$ cat src/rtl/hcp_pkg.sv
// Shared definitions for the HCP frame path: frame flag position, FSM state
// encodings, output port indices and the tagged delay-line stage record.
package hcp_pkg;

  // Bit of the 9-bit stream word that marks head and tail bytes.
  localparam int FRAME_FLAG_BIT = 8;

  // Width of the in-frame byte index; covers classification offsets up to 62.
  localparam int IDX_W = 6;

  // Frame classifier states (kept as plain 2-bit constants for legacy tools).
  localparam logic [1:0] ST_IDLE     = 2'd0;
  localparam logic [1:0] ST_CLASSIFY = 2'd1;
  localparam logic [1:0] ST_PASS     = 2'd2;
  localparam logic [1:0] ST_DROP     = 2'd3;

  // Output port indices.
  localparam logic P0 = 1'b0;
  localparam logic P1 = 1'b1;

  // One delay-line stage: byte plus the tags that decide where it goes.
  typedef struct packed {
    logic       valid;  // a byte occupies this stage
    logic       keep;   // byte belongs to a frame that will be forwarded
    logic       port;   // destination port (P0/P1), meaningful when keep=1
    logic [8:0] data;   // [8] frame flag, [7:0] byte
  } stage_t;

endpackage

$ cat src/rtl/frame_demux_if.sv
// Byte-stream bus: 9-bit word ([8] frame flag) with a single valid strobe.
// The master drives the word, the slave consumes it; there is no backpressure.
interface frame_demux_if;
  logic [8:0] data;
  logic       wr;

  modport master (output data, output wr);
  modport slave  (input  data, input  wr);
endinterface

$ cat src/rtl/frame_delay_line.sv
// Tagged shift register that holds frame bytes while the classifier decides
// their destination. Every cycle each stage moves one place down the line.
// tag_wr stamps keep=1/port=tag_port onto every byte shifting out of stages
// 0..DEPTH-2 (the bytes of the frame being classified); force_flag sets the
// frame flag on the byte leaving stage 0 so a cut frame appears terminated.
module frame_delay_line
  import hcp_pkg::*;
#(
  parameter int DEPTH = 15
) (
  input  logic   i_clk,
  input  logic   i_rst_n,
  input  stage_t in_stage,
  input  logic   tag_wr,
  input  logic   tag_port,
  input  logic   force_flag,
  output stage_t out_stage
);

  stage_t line_q [DEPTH];
  stage_t line_d [DEPTH];

  // Next-state of the line: plain shift with optional bulk tag write and flag force.
  // NOTE: every element gets a value on every path before any conditional
  // override, so no latch is inferred; blocking '=' here, '<=' only in always_ff.
  always_comb begin
    line_d[0] = in_stage;
    for (int i = 1; i < DEPTH; i++) begin
      line_d[i] = line_q[i-1];
      if (tag_wr) begin
        line_d[i].keep = 1'b1;
        line_d[i].port = tag_port;
      end
    end
    if (force_flag) begin
      line_d[1].data[FRAME_FLAG_BIT] = 1'b1;
    end
  end

  // Stage registers.
  // NOTE: the whole line is reset, not just a pointer: stale valid/keep tags
  // left over from before reset would otherwise be forwarded as frame bytes.
  always_ff @(posedge i_clk or negedge i_rst_n) begin
    if (!i_rst_n) begin
      for (int i = 0; i < DEPTH; i++) begin
        line_q[i] <= '0;
      end
    end else begin
      for (int i = 0; i < DEPTH; i++) begin
        line_q[i] <= line_d[i];
      end
    end
  end

  assign out_stage = line_q[DEPTH-1];

endmodule

$ cat src/rtl/frame_demux.sv
// 1-to-2 frame dispatcher. Each frame is classified by its byte at SEL_OFFSET:
// a match with SEL_VALUE sends it to port 0, anything else to port 1. Bytes wait
// in a SEL_OFFSET+1 stage delay line until the decision is made, so the whole
// frame (head included) can be steered. Short or gapped frames are flagged on
// o_frame_err; frames that never reached classification are counted as drops.
// A byte presented in cycle t leaves on its port in cycle t+SEL_OFFSET+2.
module frame_demux
  import hcp_pkg::*;
#(
  parameter int         SEL_OFFSET = 14,
  parameter logic [7:0] SEL_VALUE  = 8'h05
) (
  input  logic                 i_clk,
  input  logic                 i_rst_n,
  frame_demux_if.slave         in_bus,
  frame_demux_if.master        p0_bus,
  frame_demux_if.master        p1_bus,
  output logic                 o_frame_err,
  output logic [15:0]          ov_drop_cnt
);

  localparam int                DEPTH   = SEL_OFFSET + 1;
  localparam logic [IDX_W-1:0]  SEL_IDX = IDX_W'(SEL_OFFSET);

  // Classifier state.
  logic [1:0]       state_q, state_d;
  logic [IDX_W-1:0] idx_q, idx_d;     // index of the last accepted byte of the frame
  logic             route_q, route_d; // port latched at classification
  logic [15:0]      drop_cnt;

  // Per-cycle controls for the delay line and event counters.
  stage_t           in_stage;
  stage_t           last_stage;
  logic             in_keep;
  logic             in_port;
  logic             tag_wr;
  logic             force_flag;
  logic             err_ev;
  logic             drop_ev;

  // Decoded input.
  logic             in_flag;
  logic             sel_route;
  logic [IDX_W-1:0] cur_idx;

  assign in_flag   = in_bus.data[FRAME_FLAG_BIT];
  assign sel_route = (in_bus.data[7:0] == SEL_VALUE) ? P0 : P1;
  assign cur_idx   = idx_q + IDX_W'(1);

  // Frame classifier: decides tags for the incoming byte and the line contents.
  always_comb begin
    state_d    = state_q;
    idx_d      = idx_q;
    route_d    = route_q;
    in_keep    = 1'b0;
    in_port    = route_q;
    tag_wr     = 1'b0;
    force_flag = 1'b0;
    err_ev     = 1'b0;
    drop_ev    = 1'b0;

    case (state_q)
      ST_IDLE: begin
        // A flagged byte opens a frame; an unflagged one is a stray and is discarded.
        if (in_bus.wr && in_flag) begin
          state_d = ST_CLASSIFY;
          idx_d   = '0;
        end
      end

      ST_CLASSIFY: begin
        if (!in_bus.wr) begin
          // Frame broke before it could be classified: nothing of it was sent.
          err_ev  = 1'b1;
          drop_ev = 1'b1;
          state_d = ST_DROP;
        end else if (cur_idx == SEL_IDX) begin
          // Classification byte: steer it and every earlier byte of the frame.
          route_d = sel_route;
          in_keep = 1'b1;
          in_port = sel_route;
          tag_wr  = 1'b1;
          idx_d   = cur_idx;
          state_d = in_flag ? ST_IDLE : ST_PASS;
        end else if (in_flag) begin
          // Tail arrived before the classification byte: short frame.
          err_ev  = 1'b1;
          drop_ev = 1'b1;
          state_d = ST_IDLE;
        end else begin
          idx_d = cur_idx;
        end
      end

      ST_PASS: begin
        if (!in_bus.wr) begin
          // Part of the frame is already committed; close it off on the last
          // accepted byte and discard the rest. Not a drop, only an error.
          force_flag = 1'b1;
          err_ev     = 1'b1;
          state_d    = ST_DROP;
        end else begin
          in_keep = 1'b1;
          in_port = route_q;
          if (in_flag) begin
            state_d = ST_IDLE;
          end
        end
      end

      ST_DROP: begin
        // The next flagged byte is the broken frame's own tail.
        if (in_bus.wr && in_flag) begin
          state_d = ST_IDLE;
        end
      end

      default: begin
        state_d = ST_IDLE;
      end
    endcase

    in_stage.valid = in_bus.wr;
    in_stage.keep  = in_bus.wr & in_keep;
    in_stage.port  = in_port;
    in_stage.data  = in_bus.wr ? in_bus.data : '0;
  end

  frame_delay_line #(
    .DEPTH (DEPTH)
  ) u_delay_line (
    .i_clk      (i_clk),
    .i_rst_n    (i_rst_n),
    .in_stage   (in_stage),
    .tag_wr     (tag_wr),
    .tag_port   (route_d),
    .force_flag (force_flag),
    .out_stage  (last_stage)
  );

  // Classifier registers, error pulse and saturating drop counter.
  always_ff @(posedge i_clk or negedge i_rst_n) begin
    if (!i_rst_n) begin
      state_q     <= ST_IDLE;
      idx_q       <= '0;
      route_q     <= P0;
      o_frame_err <= 1'b0;
      drop_cnt    <= '0;
    end else begin
      state_q     <= state_d;
      idx_q       <= idx_d;
      route_q     <= route_d;
      o_frame_err <= err_ev;
      if (drop_ev && (drop_cnt != 16'hFFFF)) begin
        drop_cnt <= drop_cnt + 16'd1;
      end
    end
  end

  assign ov_drop_cnt = drop_cnt;

  logic fwd_p0;
  logic fwd_p1;
  assign fwd_p0 = last_stage.valid & last_stage.keep & (last_stage.port == P0);
  assign fwd_p1 = last_stage.valid & last_stage.keep & (last_stage.port == P1);

  // Registered output stage: the last delay stage goes to exactly one port or none.
  always_ff @(posedge i_clk or negedge i_rst_n) begin
    if (!i_rst_n) begin
      p0_bus.data <= '0;
      p0_bus.wr   <= 1'b0;
      p1_bus.data <= '0;
      p1_bus.wr   <= 1'b0;
    end else begin
      p0_bus.data <= fwd_p0 ? last_stage.data : '0;
      p0_bus.wr   <= fwd_p0;
      p1_bus.data <= fwd_p1 ? last_stage.data : '0;
      p1_bus.wr   <= fwd_p1;
    end
  end

endmodule

$ cat src/flat_wrapper.sv
// flat-port wrapper written by rule: the top's interface ports become plain ports
module frame_demux_flat import hcp_pkg::*;
#(
  parameter int         SEL_OFFSET = 14,
  parameter logic [7:0] SEL_VALUE  = 8'h05
)
  (i_clk, i_rst_n, o_frame_err, ov_drop_cnt, in_bus_data, in_bus_wr, p0_bus_data, p0_bus_wr, p1_bus_data, p1_bus_wr);
  frame_demux_if in_bus_i ();
  frame_demux_if p0_bus_i ();
  frame_demux_if p1_bus_i ();
  input  logic i_clk;
  input  logic i_rst_n;
  output logic o_frame_err;
  output logic [15:0] ov_drop_cnt;
  input wire logic [$bits(in_bus_i.data)-1:0] in_bus_data;
  input wire logic [$bits(in_bus_i.wr)-1:0] in_bus_wr;
  output wire logic [$bits(p0_bus_i.data)-1:0] p0_bus_data;
  output wire logic [$bits(p0_bus_i.wr)-1:0] p0_bus_wr;
  output wire logic [$bits(p1_bus_i.data)-1:0] p1_bus_data;
  output wire logic [$bits(p1_bus_i.wr)-1:0] p1_bus_wr;
  assign in_bus_i.data = in_bus_data;
  assign in_bus_i.wr = in_bus_wr;
  assign p0_bus_data = p0_bus_i.data;
  assign p0_bus_wr = p0_bus_i.wr;
  assign p1_bus_data = p1_bus_i.data;
  assign p1_bus_wr = p1_bus_i.wr;
  frame_demux #(.SEL_OFFSET(SEL_OFFSET), .SEL_VALUE(SEL_VALUE)) u_core (.i_clk(i_clk), .i_rst_n(i_rst_n), .in_bus(in_bus_i), .p0_bus(p0_bus_i), .p1_bus(p1_bus_i), .o_frame_err(o_frame_err), .ov_drop_cnt(ov_drop_cnt));
endmodule
$ cat config.mk
export PLATFORM = sky130hd
export DESIGN_NAME = frame_demux_flat
export DESIGN_NICKNAME = d
export VERILOG_FILES = /design/src/rtl/hcp_pkg.sv /design/src/rtl/frame_demux_if.sv /design/src/rtl/frame_delay_line.sv /design/src/rtl/frame_demux.sv /design/src/flat_wrapper.sv
export SDC_FILE = /design/constraint.sdc
export NUM_CORES = 1
export LEC_CHECK = 0
export BUFFER_PORTS_ARGS = -buffer_cell sky130_fd_sc_hd__buf_2
export CORE_MARGIN = 10
export CORE_UTILIZATION = 55
export CTS_CLUSTER_DIAMETER = 30
export DETAILED_ROUTE_END_ITERATION = 16
export GPL_TIMING_DRIVEN = 0
export PLACE_DENSITY_LB_ADDON = 0.25
export SKIP_LAST_GASP = 1
export SLEW_MARGIN = 20
export SYNTH_ARGS = -nofsm -noshare
export SYNTH_HDL_FRONTEND = slang
export SYNTH_SLANG_ARGS = --single-unit
export TNS_END_PERCENT = 10
$ cat constraint.sdc
create_clock -name i_clk -period 5.9 [get_ports i_clk]
set_clock_uncertainty 0.15 [all_clocks]
set_input_delay 0.295 -clock i_clk [delete_from_list [all_inputs] [get_ports i_clk]]
set_output_delay 0.295 -clock i_clk [all_outputs]
set_load 0.1 [all_outputs]
# --- Yosys cells after proc, flatten, opt, wreduce, memory -nomap -nowiden ---
# Cells that the tools add are included.
word_totals:
  wordCells: 138
  inputBits: 12
  register_bits: 225
  out_inout_bits: 37
op_classes:
  mux: 47
  reduce_logical: 6
  bitwise: 5
  addsub: 2
  n_eq_ne: 10
ops:
  columns: ["op", "n"]
  rows:
  - ["$mux W2", 21]
  - ["$mux W9", 3]
  - ["$mux W6", 4]
  - ["$add A16 B1 Y16 const B", 1]
  - ["$ne A16 B16 Y1 const B", 1]
  - ["$mux W1", 15]
  - ["$pmux W6 S2", 1]
  - ["$eq A8 B3 Y1 const B", 1]
  - ["$pmux W2 S4", 1]
  - ["$add A6 B1 Y6 const B", 1]
  - ["$eq A6 B4 Y1 const B", 1]
  - ["$and A1 B1 Y1", 4]
  - ["$eq A2 B2 Y1 const B", 2]
  - ["$ne A2 B1 Y1 const B", 2]
  - ["$pmux W1 S2", 2]
  - ["$reduce_and A4 Y1", 1]
  - ["$ne A3 B2 Y1 const B", 1]
  - ["$eq A2 B1 Y1 const B", 1]
  - ["$logic_and A1 B1 Y1", 2]
  - ["$logic_not A2 Y1", 1]
  - ["$ne A2 B2 Y1 const B", 1]
  - ["$reduce_and A2 Y1", 1]
  - ["$reduce_bool A2 Y1", 1]
  - ["$not A1 Y1", 1]

# --- Logic depth before layout (Yosys ltp) ---
# Gate-level depths: netlist of run 1.
logic_depth:
  depth_word: 6
  depth_mapped: 8
  mapped_depth_nobuf: 7

# --- By module ---
# From an unflattened synthesis of run 1, not the netlist that was laid out.
unflattened:
  hier_cells: 424
  area_unflattened_um2: 7063.0
modules_own_cells:
  columns: ["module", "cells_each", "instances", "seq_area_each_um2", "area_each_um2"]
  rows:
  - ["frame_delay_line", 225, 1, 4504.3, 4911.0]
  - ["frame_demux", 199, 1, 1151.1, 2152.1]

# --- Least setup slack after synthesis of run 1 ---
# No wires, ideal clock.
synth_path:
  kind: "register -> register"
  from: "reg u_core.drop_cnt[0] (netlist: u_core.ov_drop_cnt[0])"
  to: "reg u_core.drop_cnt[1] (netlist: u_core.ov_drop_cnt[1])"
  setup_time_ns: 0.126
  slack_ns: 3.247
  period_less_slack_ns: 2.653
  stages_incl_launch_ff: 8
  required_time_ns: 5.624
  path_buffers: 1
  arrival_ns: 2.377
  cell_sequence: "dfrtp_1 > ha_1 > and3_1 > and4_1 > clkbuf_1 > nand3_1 > nand2_1 > mux2_2"
synth_between:
  elab_chain_cells: 2
  elab_cells_between_ends: 3
  classes_between: "add/sub: 1; eq/ne: 1; reduce/logical: 1"
synth_rtl:
  columns: ["element", "line_no", "text"]
  rows:
  - ["start, declared", "frame_demux.sv:29", "logic [15:0] drop_cnt;"]
  - ["start signal, assigned", "frame_demux.sv:155", "drop_cnt <= drop_cnt + 16'd1;"]
  - ["branches (longest 2 deep; another with $add A16 B1 Y16)", null, null]
# Several ways; the timed one is not identified.
# A chain may end at the register's enable or synchronous reset.

# --- Worst setup path after layout of run 1 ---
layout_path:
  from: "reg u_core.state_q[1]"
  to: "reg u_core.drop_cnt[6] (netlist: u_core.ov_drop_cnt[6])"
layout_between:
  elab_chain_cells: 3
layout_rtl:
  columns: ["element", "line_no", "text"]
  rows:
  - ["start, declared", "frame_demux.sv:26", "logic [1:0] state_q, state_d;"]
  - ["start signal, assigned", "frame_demux.sv:150", "state_q <= state_d;"]
  - ["$eq A2 B1 Y1", "frame_demux.sv:62", "case (state_q)"]
  - ["$mux W1", "frame_demux.sv:62", null]
  - ["$logic_and A1 B1 Y1", "frame_demux.sv:154", "if (drop_ev && (drop_cnt != 16'hFFFF)) begin"]
# No other way between the ends.

==> metrics.cfg, run 1 <==
[pwr]
ir_drop_mv = 0.2864
power_density_mw_per_mm2 = 517.1
p_leak_nw = 4.403

[cts]
ctsHoldBuffers = 10
post_cts_buffers = 0
clock_sinks = 225
numCtsBuffers = 35
cts.path.max_buffers = 3
cts_resized = 0
clockRootBuffer = clkbuf_16
path_clk_slew_ns = 0.05
htreeDepth = 2
clk_latency_ns = 0.47
tritoncts = built

[worst_setup_path]
worstReg2RegStart = u_core.state_q[1]
crit_cells = 7
slowest_stage = a31oi_2
worstSetupStartpointType = register
rrSetupSlack_ns = 3.58
cp_slowest_stage_delay_ns = 0.42
path_delay_family = compound AO/OA/AOI/OAI gates
cp_num_buf_inv = 2
crit_path_cell_trace = inv_1 -> ha_1 -> o21ai_0 -> a31oi_2 -> buf_2 -> nand3_1 -> xnor2_1
worstSetupStartpoint = u_core.state_q[1]
r2r-end = u_core.ov_drop_cnt[6]
endpoint = u_core.ov_drop_cnt[6]
cp-end-kind = register
cp.arrival_ns = 2.55
worstRegToRegCells = 7
crit_required_ns = 6.13
crit_path_max_fanout = 10
path_class = reg -> reg

[floorplan]
num_rows = 40
die_x_um = 132.1
start_util_pct = 56.82
core-area_mm2 = 0.01216
io_pins = 49
dieArea_mm2 = 0.01745
chipHeight_um = 132.1

[synthesis]
yosys.area.top_type = dfrtp_1
synth.distinct_cells = 38
ys_seq_elements = 225
post_synth.cell_area_avg_um2 = 16.77
ys_warn_count = 0
syn-cell-area_mm2 = 0.006910
synthFlopType = dfrtp_1
synth_area_leaders = dfrtp_1 81%, and2_1 2.5%, o21a_1 1.8%, xnor2_1 1.8%, ha_1 1.4%
ys_seq_area_share_pct = 81.48
synth_nets = 432
synth_cells = 412
async_reset_ff_share_pct = 100.0
synth_edf_count = 0
yosysTopAreaCellShare_pct = 81.48

[finish]
area_growth_pct = 26.72
final_common_cell = dfrtp_1
drive_gt1_share_pct = 25.56
final_net_count = 529
mostFrequentLayoutCells = 225 x dfrtp_1, 50 x buf_2, 37 x clkbuf_16, 28 x and2_1, 17 x o21a_1
n_antenna_cell = 0

[timing]
timing.final.crit_share_pct = 39.40
hold_viol = 0
maxSlewHeadroom_pct = 63.92
totalNegativeSetupSlack_ns = 0
whs_ns = 0.04524
max_freq_ghz = 0.4302
tightestPinTransition_ns = 0.5363
final_max_slew_viol_count = 0
rsz0062_at_grt = false
finalSetupViolCount = 0
min_period_ns = 2.325

[global_route]
grt.overflow.total = 0
grt_usage_pct = 13.44
grt_max_degree = 107
grt_pass1_vias = 3911
grt_pass1_wl_um = 19230
grt_antenna_before_repair = 0

[placement]
hpwlAfterDp_um = 5673
place_congestion = 0.7705
io_buffers = 48

[route]
wl_um = 11220
wl_met1_um = 4232
vias = 3453
vias_per_cell = 4.933
drtIter0Drc = 239
met3WireLength_um = 668
ant_nets = 0
drc = 0
top_layer_used = met4
drt-pass1-iter-count = 4
wl_per_cell_um = 16.03
dr_wl_met2_um = 6150

[hold_path]
hold_class = in -> reg

[status]
outcome = completed

[job]
drv_cap = 0

worst min-delay path by stage:
stage                                            endpoint                            start  slack, ns  cells after the start
after floorplan                           u_core.idx_q[0]                          i_rst_n      -0.15                      0
after global placement    u_core.u_delay_line.line_d[145]  u_core.u_delay_line.line_d[157]       0.18                      0
after detailed placement            u_core.p0_bus.data[7]                          i_rst_n      -0.02                      1
after CTS                 u_core.u_delay_line.line_q[176]                   in_bus_data[8]       0.02                      2
after global routing      u_core.u_delay_line.line_q[176]                   in_bus_data[8]       0.04                      2
final                     u_core.u_delay_line.line_q[176]                   in_bus_data[8]       0.05                      2
logic make-up (layout without fill, tap and decap cells):
family | count (synthesis) | after routing | synth area share (%)
buf+inv | 17 | 137 | 1.304
mux | 2 | 2 | 0.3078
simple gates | 103 | 103 | 9.180
fa+ha+maj | 8 | 8 | 1.449
xor+xnor | 17 | 17 | 2.155
flops | 225 | 225 | 81.48
compound gates | 40 | 40 | 4.128
area by class of cell:
| type | instances | area [um2] |
|---|---|---|
| sequential | 225 | 5630 |
| fill | 760 | 3405 |
| multi-input combinational | 170 | 1190 |
| clock buffer | 42 | 984.7 |
| timing repair buffer | 60 | 405.4 |
| clock inverter | 18 | 246.5 |
| tap | 168 | 210.2 |
| buffer | 10 | 63.81 |
| inverter | 7 | 26.28 |
state kept, by name, summed over array words and instances (netlist names):
signal / cells
u_core.route_q: 1
u_core.ov_drop_cnt: 16
u_core.idx_q: 6
u_core.state_q: 2
u_core.o_frame_err: 1
u_core.p0_bus.wr: 1
u_core.u_delay_line.line_q: 28
u_core.u_delay_line.line_d: 139
u_core.p1_bus.data: 9
u_core.p1_bus.wr: 1
u_core.p0_bus.data: 9
u_core.u_delay_line.out_stage: 12
report_power, final:
part           total (mW)  switching, mW  internal (mW)  leakage, nW
Clock                2.09          0.682           1.41        0.602
Combinational       0.609          0.420          0.189        0.870
Sequential           1.83         0.0976           1.73         2.93
Total                4.53           1.20           3.33         4.40
synth_stat cells, drive strengths merged, types with 2 or more instances:
master   count
nand3       14
nand2        8
dfrtp      225
a31oi        5
nand4b       2
a21o         2
buf          6
xnor2       14
and2        28
nand2b       4
o21ai        4
clkbuf       4
and4         3
nor2         8
or2         15
ha           8
a21oi        6
xor2         3
inv          7
nand4        7
o21a        17
o2bb2ai      3
and3         9
per-layer routing:
metal | track usage [%] | vias to the layer above
li1 | - | 1566
met1 | 14.64 | 1779
met2 | 23.85 | 86
met3 | 4.573 | 22
met4 | 4.635 | 0
met5 | 0 | -
metrics by stage:
stage	area (um2)	worst slack, ns	utilization, %	cells	total power [mW]
4_1_cts	8757	3.587	72.01	700	4.583
3_5_place_dp	7426	3.660	61.06	630	2.442
6_report	8757	3.575	72.01	700	4.529
3_3_place_gp	7361	0.9534	60.52	628	2.407
2_1_floorplan	6910	3.247	-	412	2.286
5_1_grt	8757	3.379	72.01	700	4.719
(Power assumes the default switching activity.)
==> run 2: changes to the inputs <==
Settings changed: CORE_UTILIZATION 55 to 53.
Clock period 5.9 ns to 1.9 ns, I/O delays scaled along.
==> metrics.cfg, run 2 (synthesized netlist as in run 1, its figures left out) <==
[route]
wl_per_cell_um = 17.03  ; +6.2%
drc = 0  ; unchanged
vias = 3634  ; +5.2%
wl_um = 12360  ; +10%
ant_nets = 0  ; unchanged
vias_per_cell = 5.006  ; +1.5%
drt-pass1-iter-count = 4  ; unchanged
drtIter0Drc = 139  ; -42%

[timing]
fin_ws_ns = -0.09077  ; -3.666 ns
rsz0062_at_grt = true
max_freq_ghz = 0.5023  ; +17%
timing.final.crit_share_pct = 104.8  ; +65 points
maxSlewHeadroom_pct = 59.90  ; -4.0 points
min_period_ns = 1.991  ; -0.3339 ns
finalSetupViolCount = 28  ; +28
hold_viol = 0  ; unchanged
final_max_slew_viol_count = 0  ; unchanged
tightestPinTransition_ns = 0.5934  ; +0.05709 ns

[status]
outcome = complete, but fails checks
violations = setup timing

[worst_setup_path]
crit_required_ns = 2.11  ; -4.02 ns
rrSetupSlack_ns = -0.09  ; -3.67 ns
worstSetupStartpointType = register
crit_path_cell_trace = ha_4 -> nand2b_4 -> o21ai_4 -> nand2_1 -> a311o_1 -> a21o_1
r2r-end = u_core.idx_q[5]
cp-end-kind = register
path_delay_family = compound AO/OA/AOI/OAI gates
crit_path_max_fanout = 6  ; -4
cp.arrival_ns = 2.20  ; -0.35 ns
cp_num_buf_inv = 0  ; -2
crit_cells = 6  ; -1
slowest_stage = dfrtp_2
worstReg2RegStart = u_core.idx_q[0]
cp_slowest_stage_delay_ns = 0.46  ; +0.04 ns
worstRegToRegCells = 6  ; -1
path_class = reg -> reg
worstSetupStartpoint = u_core.idx_q[0]
endpoint = u_core.idx_q[5]

[hold_path]
hold_depth = 2  ; unchanged
hold_class = in -> reg

[cts]
clockRootBuffer = clkbuf_16
cts.path.max_buffers = 3  ; unchanged
tritoncts = built
numCtsBuffers = 36  ; +2.9%
path_clk_slew_ns = 0.05  ; about the same
clk_latency_ns = 0.48  ; about the same
clock_sinks = 225  ; unchanged
htreeDepth = 2  ; unchanged

[global_route]
grt.overflow.total = 0  ; unchanged
grt_usage_pct = 14.34  ; +0.90 points
grt_antenna_before_repair = 0  ; unchanged
grt_max_degree = 98  ; -8.4%
grt_pass1_wl_um = 21020  ; +9.3%
grt_pass1_vias = 4195  ; +7.3%

[placement]
place_congestion = 0.7800  ; +1.2%
place_ws_ns = -0.3840  ; -4.044 ns
io_buffers = 48  ; unchanged
hpwlAfterDp_um = 5964  ; +5.1%
place_area_mm2 = 0.007490  ; +0.86%

[pwr]
p_leak_nw = 4.497  ; +2.1%
finalPower_mw = 14.60  ; +220%
power_density_mw_per_mm2 = 1602  ; +210%
ir_drop_mv = 1.106  ; +290%

[floorplan]
start_util_pct = 54.54  ; -2.3 points
io_pins = 49  ; unchanged
chipHeight_um = 134.2  ; +1.6%
dieArea_mm2 = 0.01801  ; +3.2%
num_rows = 41  ; +2.5%
core-area_mm2 = 0.01267  ; +4.2%
die_x_um = 134.2  ; +1.6%

[job]
drv_cap = 0  ; unchanged

[finish]
final_common_cell = dfrtp_1
mostFrequentLayoutCells = 207 x dfrtp_1, 48 x buf_2, 37 x clkbuf_16, 28 x and2_1, 17 x o21a_1
n_antenna_cell = 0  ; unchanged
area_growth_pct = 31.92
largest_reg_flops = 139  ; unchanged
final_net_count = 546  ; +3.2%
final_area_mm2 = 0.009116  ; +4.1%
drive_gt1_share_pct = 34.12  ; +8.6 points

## run 2: cell type report
class,instances,area [um2]
fill,758,3555
inverter,7,26.28
clock inverter,21,242.7
sequential,225,5660
tap,172,215.2
clock buffer,45,1016
buffer,9,72.57
multi-input combinational,170,1309
timing repair buffer,77,574.3
## run 2: where the power goes
| group | internal (mW) | switching, mW |
|---|---|---|
| sequential | 5.40 | 0.347 |
| clock | 4.37 | 2.24 |
| combinational | 0.835 | 1.41 |
| total | 10.6 | 4.00 |
## run 2: worst min-delay path by stage
stage                         start                               to  slack (ns)
final                     in_bus_wr  u_core.u_delay_line.line_d[167]        0.13
after global placement    in_bus_wr  u_core.u_delay_line.line_d[167]        0.07
after CTS                 in_bus_wr  u_core.u_delay_line.line_d[167]        0.10
after floorplan             i_rst_n                  u_core.idx_q[0]       -0.35
after global routing      in_bus_wr  u_core.u_delay_line.line_d[167]        0.15
after detailed placement    i_rst_n            u_core.p0_bus.data[0]       -0.18
## run 2: worst reg2reg max path: cells and delay by family (launching register included)
family          cells  cell delay [ns]
fa+ha+maj           1             0.19
compound gates      3             0.83
flops               1             0.46
simple gates        2             0.25
## run 2: what timing repair did
| action | CTS | global route |
|---|---|---|
| hold buffers | 13 | 0 |
| gates cloned | 1 | 0 |
| setup buffers | 8 | 5 |
| gates resized for setup | 22 | 4 |
| endpoints found under the setup margin | 48 | 66 |
| pin swaps | 6 | 3 |
| hold endpoints to repair | 143 | 0 |
## run 2: layer usage
layer,GRT usage (%),vias to the layer above,share of wire (%)
met3,4.108,24,4.9
li1,-,1608,-
met2,26.00,97,56
met5,0,-,0
met1,15.45,1905,37
met4,5.441,0,1.6
## run 2: through the flow
| step | cells | setup TNS (ns) | hold slack [ns] | utilization, % |
|---|---|---|---|---|
| floorplan | 412 | -2.460 | -0.3506 | - |
| global placement | 632 | -647.77 | 0.07282 | 58.60 |
| detailed placement | 634 | -8.958 | -0.1758 | 59.11 |
| CTS | 721 | -1.465 | 0.1039 | 71.57 |
| global route | 726 | -5.600 | 0.1465 | 71.95 |
| finish | 726 | -1.630 | 0.1334 | 71.95 |
==> run 3: changes to the inputs <==
Settings changed: ABC_AREA from default to 1.
==> metrics.cfg, run 3 <==
[status]
outcome = complete, but fails checks
violations = setup timing

[synthesis]
yosys.area.top_type = dfrtp_1
yosysMostFrequentCell = dfrtp_1
synth_edf_count = 0  ; unchanged
synth_nets = 546  ; +26%
synthTopCellsByCount = 225 x dfrtp_1, 93 x nand2_1, 42 x inv_1, 29 x nor2_1, 26 x nand3_1
post_synth.cell_area_avg_um2 = 13.75  ; -18%
ys_seq_elements = 225  ; unchanged
synth.distinct_cells = 37  ; -2.6%
ys_warn_count = 0  ; unchanged
async_reset_ff_share_pct = 100.0  ; unchanged
synthFlopType = dfrtp_1
yosysTopAreaCellShare_pct = 77.84  ; -3.6 points
ys_seq_area_share_pct = 77.84  ; -3.6 points
synth_area_leaders = dfrtp_1 78%, nand2_1 4.8%, inv_1 2.2%, nand3_1 1.8%, nor2_1 1.5%
syn-cell-area_mm2 = 0.007233  ; +4.7%
synth_cells = 526  ; +28%

[timing]
tightestPinTransition_ns = 0.4915  ; -0.1019 ns
final_max_slew_viol_count = 0  ; unchanged
hold_viol = 0  ; unchanged
timing.final.crit_share_pct = 102.9  ; -1.9 points
fin_ws_ns = -0.05489  ; +0.03588 ns
min_period_ns = 1.955  ; -0.03588 ns
rsz0062_at_grt = true
finalSetupViolCount = 17  ; -39%
max_freq_ghz = 0.5115  ; +1.8%
totalNegativeSetupSlack_ns = -0.3878  ; +1.242 ns
whs_ns = 0.1908  ; +0.05739 ns
maxSlewHeadroom_pct = 67.24  ; +7.3 points

[route]
drc = 0  ; unchanged
drt-pass1-iter-count = 4  ; unchanged
vias_per_cell = 4.853  ; -3.0%
vias = 4106  ; +13%
wl_um = 12890  ; +4.2%
ant_nets = 0  ; unchanged
drtIter0Drc = 163  ; +17%
wl_per_cell_um = 15.24  ; -11%

[worst_setup_path]
cp-end-kind = register
worstReg2RegStart = u_core.idx_q[1]
path_common_cell = nand2_2
path_delay_family = simple AND/OR/NAND/NOR gates
slowest_stage = dfrtp_2
cp.arrival_ns = 2.17  ; -0.03 ns
rrSetupSlack_ns = -0.05  ; +0.04 ns
crit_path_cell_trace = ha_4 -> nand2_2 -> nand2_2 -> nor2_2 -> nand2_2 -> nor2_8 -> nand3_4 -> nor2_4 -> inv_4 -> clkbuf_16 -> nand2_2 -> nand2_1
r2r-end = u_core.u_delay_line.line_q[93]
worstRegToRegCells = 12  ; +6
path_class = reg -> reg
crit_required_ns = 2.12  ; about the same
cp_slowest_stage_delay_ns = 0.43  ; -0.03 ns
worstSetupStartpointType = register
crit_path_max_fanout = 6  ; unchanged
cp_num_buf_inv = 2  ; +2

[hold_path]
hold_depth = 0  ; -2
hold_start = u_core.u_delay_line.line_d[126]
hold_path_end = u_core.u_delay_line.line_d[114]
hold_class = reg -> reg

[placement]
io_buffers = 48  ; unchanged
place_congestion = 0.8427  ; +8.0%
place_area_mm2 = 0.007814  ; +4.3%
hpwlAfterDp_um = 6703  ; +12%
placed_cells = 752  ; +19%

[global_route]
grt_pass1_vias = 4338  ; +3.4%
grt_pass1_wl_um = 20910  ; -0.52%
grt_max_degree = 108  ; +10%
grt_antenna_before_repair = 0  ; unchanged
grt.overflow.total = 0  ; unchanged
grt_usage_pct = 13.93  ; -0.42 points

[cts]
htreeDepth = 2  ; unchanged
path_clk_slew_ns = 0.05  ; about the same
tritoncts = built
clock_sinks = 225  ; unchanged
clk_latency_ns = 0.49  ; about the same
cts.path.max_buffers = 3  ; unchanged
numCtsBuffers = 36  ; unchanged
clockRootBuffer = clkbuf_16

[finish]
multi_input_area_mm2 = 0.001521  ; +16%
final_net_count = 664  ; +22%
final_core_util_pct = 71.49  ; -0.46 points
nFillCells = 792  ; +4.5%
final_cells = 846  ; +17%
largest_reg_flops = 139  ; unchanged
drive_gt1_share_pct = 32.99  ; -1.1 points
final_common_cell = dfrtp_1
n_antenna_cell = 0  ; unchanged
area_growth_pct = 31.40
mostFrequentLayoutCells = 208 x dfrtp_1, 77 x nand2_1, 48 x buf_2, 40 x inv_1, 38 x clkbuf_16
final_area_mm2 = 0.009504  ; +4.3%
ff_latch_area_mm2 = 0.005669  ; +0.15%

[floorplan]
dieArea_mm2 = 0.01872  ; +4.0%
start_util_pct = 54.40  ; -0.13 points
chipHeight_um = 136.8  ; +2.0%
num_rows = 42  ; +2.4%
io_pins = 49  ; unchanged
die_x_um = 136.8  ; +2.0%
core-area_mm2 = 0.01330  ; +4.9%

[pwr]
ir_drop_mv = 0.9080  ; -18%
p_leak_nw = 4.835  ; +7.5%
power_density_mw_per_mm2 = 1469  ; -8.3%

[job]
drv_cap = 0  ; unchanged

[run 3: how the worst max path moves through the flow]
stage / start / endpoint / cells past startpoint / slack [ns]
after CTS: u_core.idx_q[1] / u_core.u_delay_line.line_q[93] / 12 / -0.05
final: u_core.idx_q[1] / u_core.u_delay_line.line_q[93] / 12 / -0.05
after detailed placement: u_core.state_q[1] / u_core.ov_drop_cnt[10] / 9 / -0.38
after global routing: u_core.idx_q[1] / u_core.u_delay_line.line_q[105] / 13 / -0.17
after global placement: i_rst_n / u_core.ov_drop_cnt[1] / 1 / -3.47
after floorplan: u_core.ov_drop_cnt[0] / u_core.ov_drop_cnt[12] / 10 / -0.13
[run 3: area by class of cell]
type	count	area share, %
sequential	225	59.65
clock buffer	46	10.83
timing repair buffer	80	6.266
buffer	9	1.001
tap	176	2.317
multi-input combinational	245	16.01
inverter	47	1.896
clock inverter	18	2.027
[run 3: layer usage]
metal | global-route usage, % | part of all wire, % | vias to the layer above
li1 | - | - | 1882
met1 | 15.76 | 38 | 2094
met2 | 23.97 | 54 | 103
met3 | 3.849 | 5.6 | 27
met4 | 6.616 | 2.6 | 0
met5 | 0 | 0 | -
[run 3: logic make-up after synthesis]
logic type / count (synthesis) / synth area share (%)
AOI/OAI and AO/OA: 14 / 1.142
adders and majority gates: 8 / 1.384
xor gates and xnor gates: 14 / 1.695
buffers and inverters: 56 / 3.442
DFF: 225 / 77.84
and+or+nand+nor: 209 / 14.50
[run 3: repair_timing]
action                     CTS  global route
pin swaps                    4             8
resized for setup           12            41
setup endpoints to repair   48           124
hold endpoints to repair   142             0
buffers inserted             9             6
hold buffers                13             0
gates cloned                 0             2
[run 3: power by group]
| part | leakage, nW | internal, mW | switching, mW |
|---|---|---|---|
| clock | 0.592 | 4.23 | 2.16 |
| sequential | 2.89 | 5.27 | 0.284 |
| combinational | 1.36 | 0.636 | 1.38 |
| total | 4.83 | 10.1 | 3.82 |
[run 3: stage by stage]
step / setup slack (ns) / power [mW]
4_1_cts: -0.04990 / 13.91
3_3_place_gp: -3.469 / 7.168
5_1_grt: -0.1672 / 14.54
3_5_place_dp: -0.3778 / 7.275
6_report: -0.05489 / 13.96
2_1_floorplan: -0.1292 / 6.827
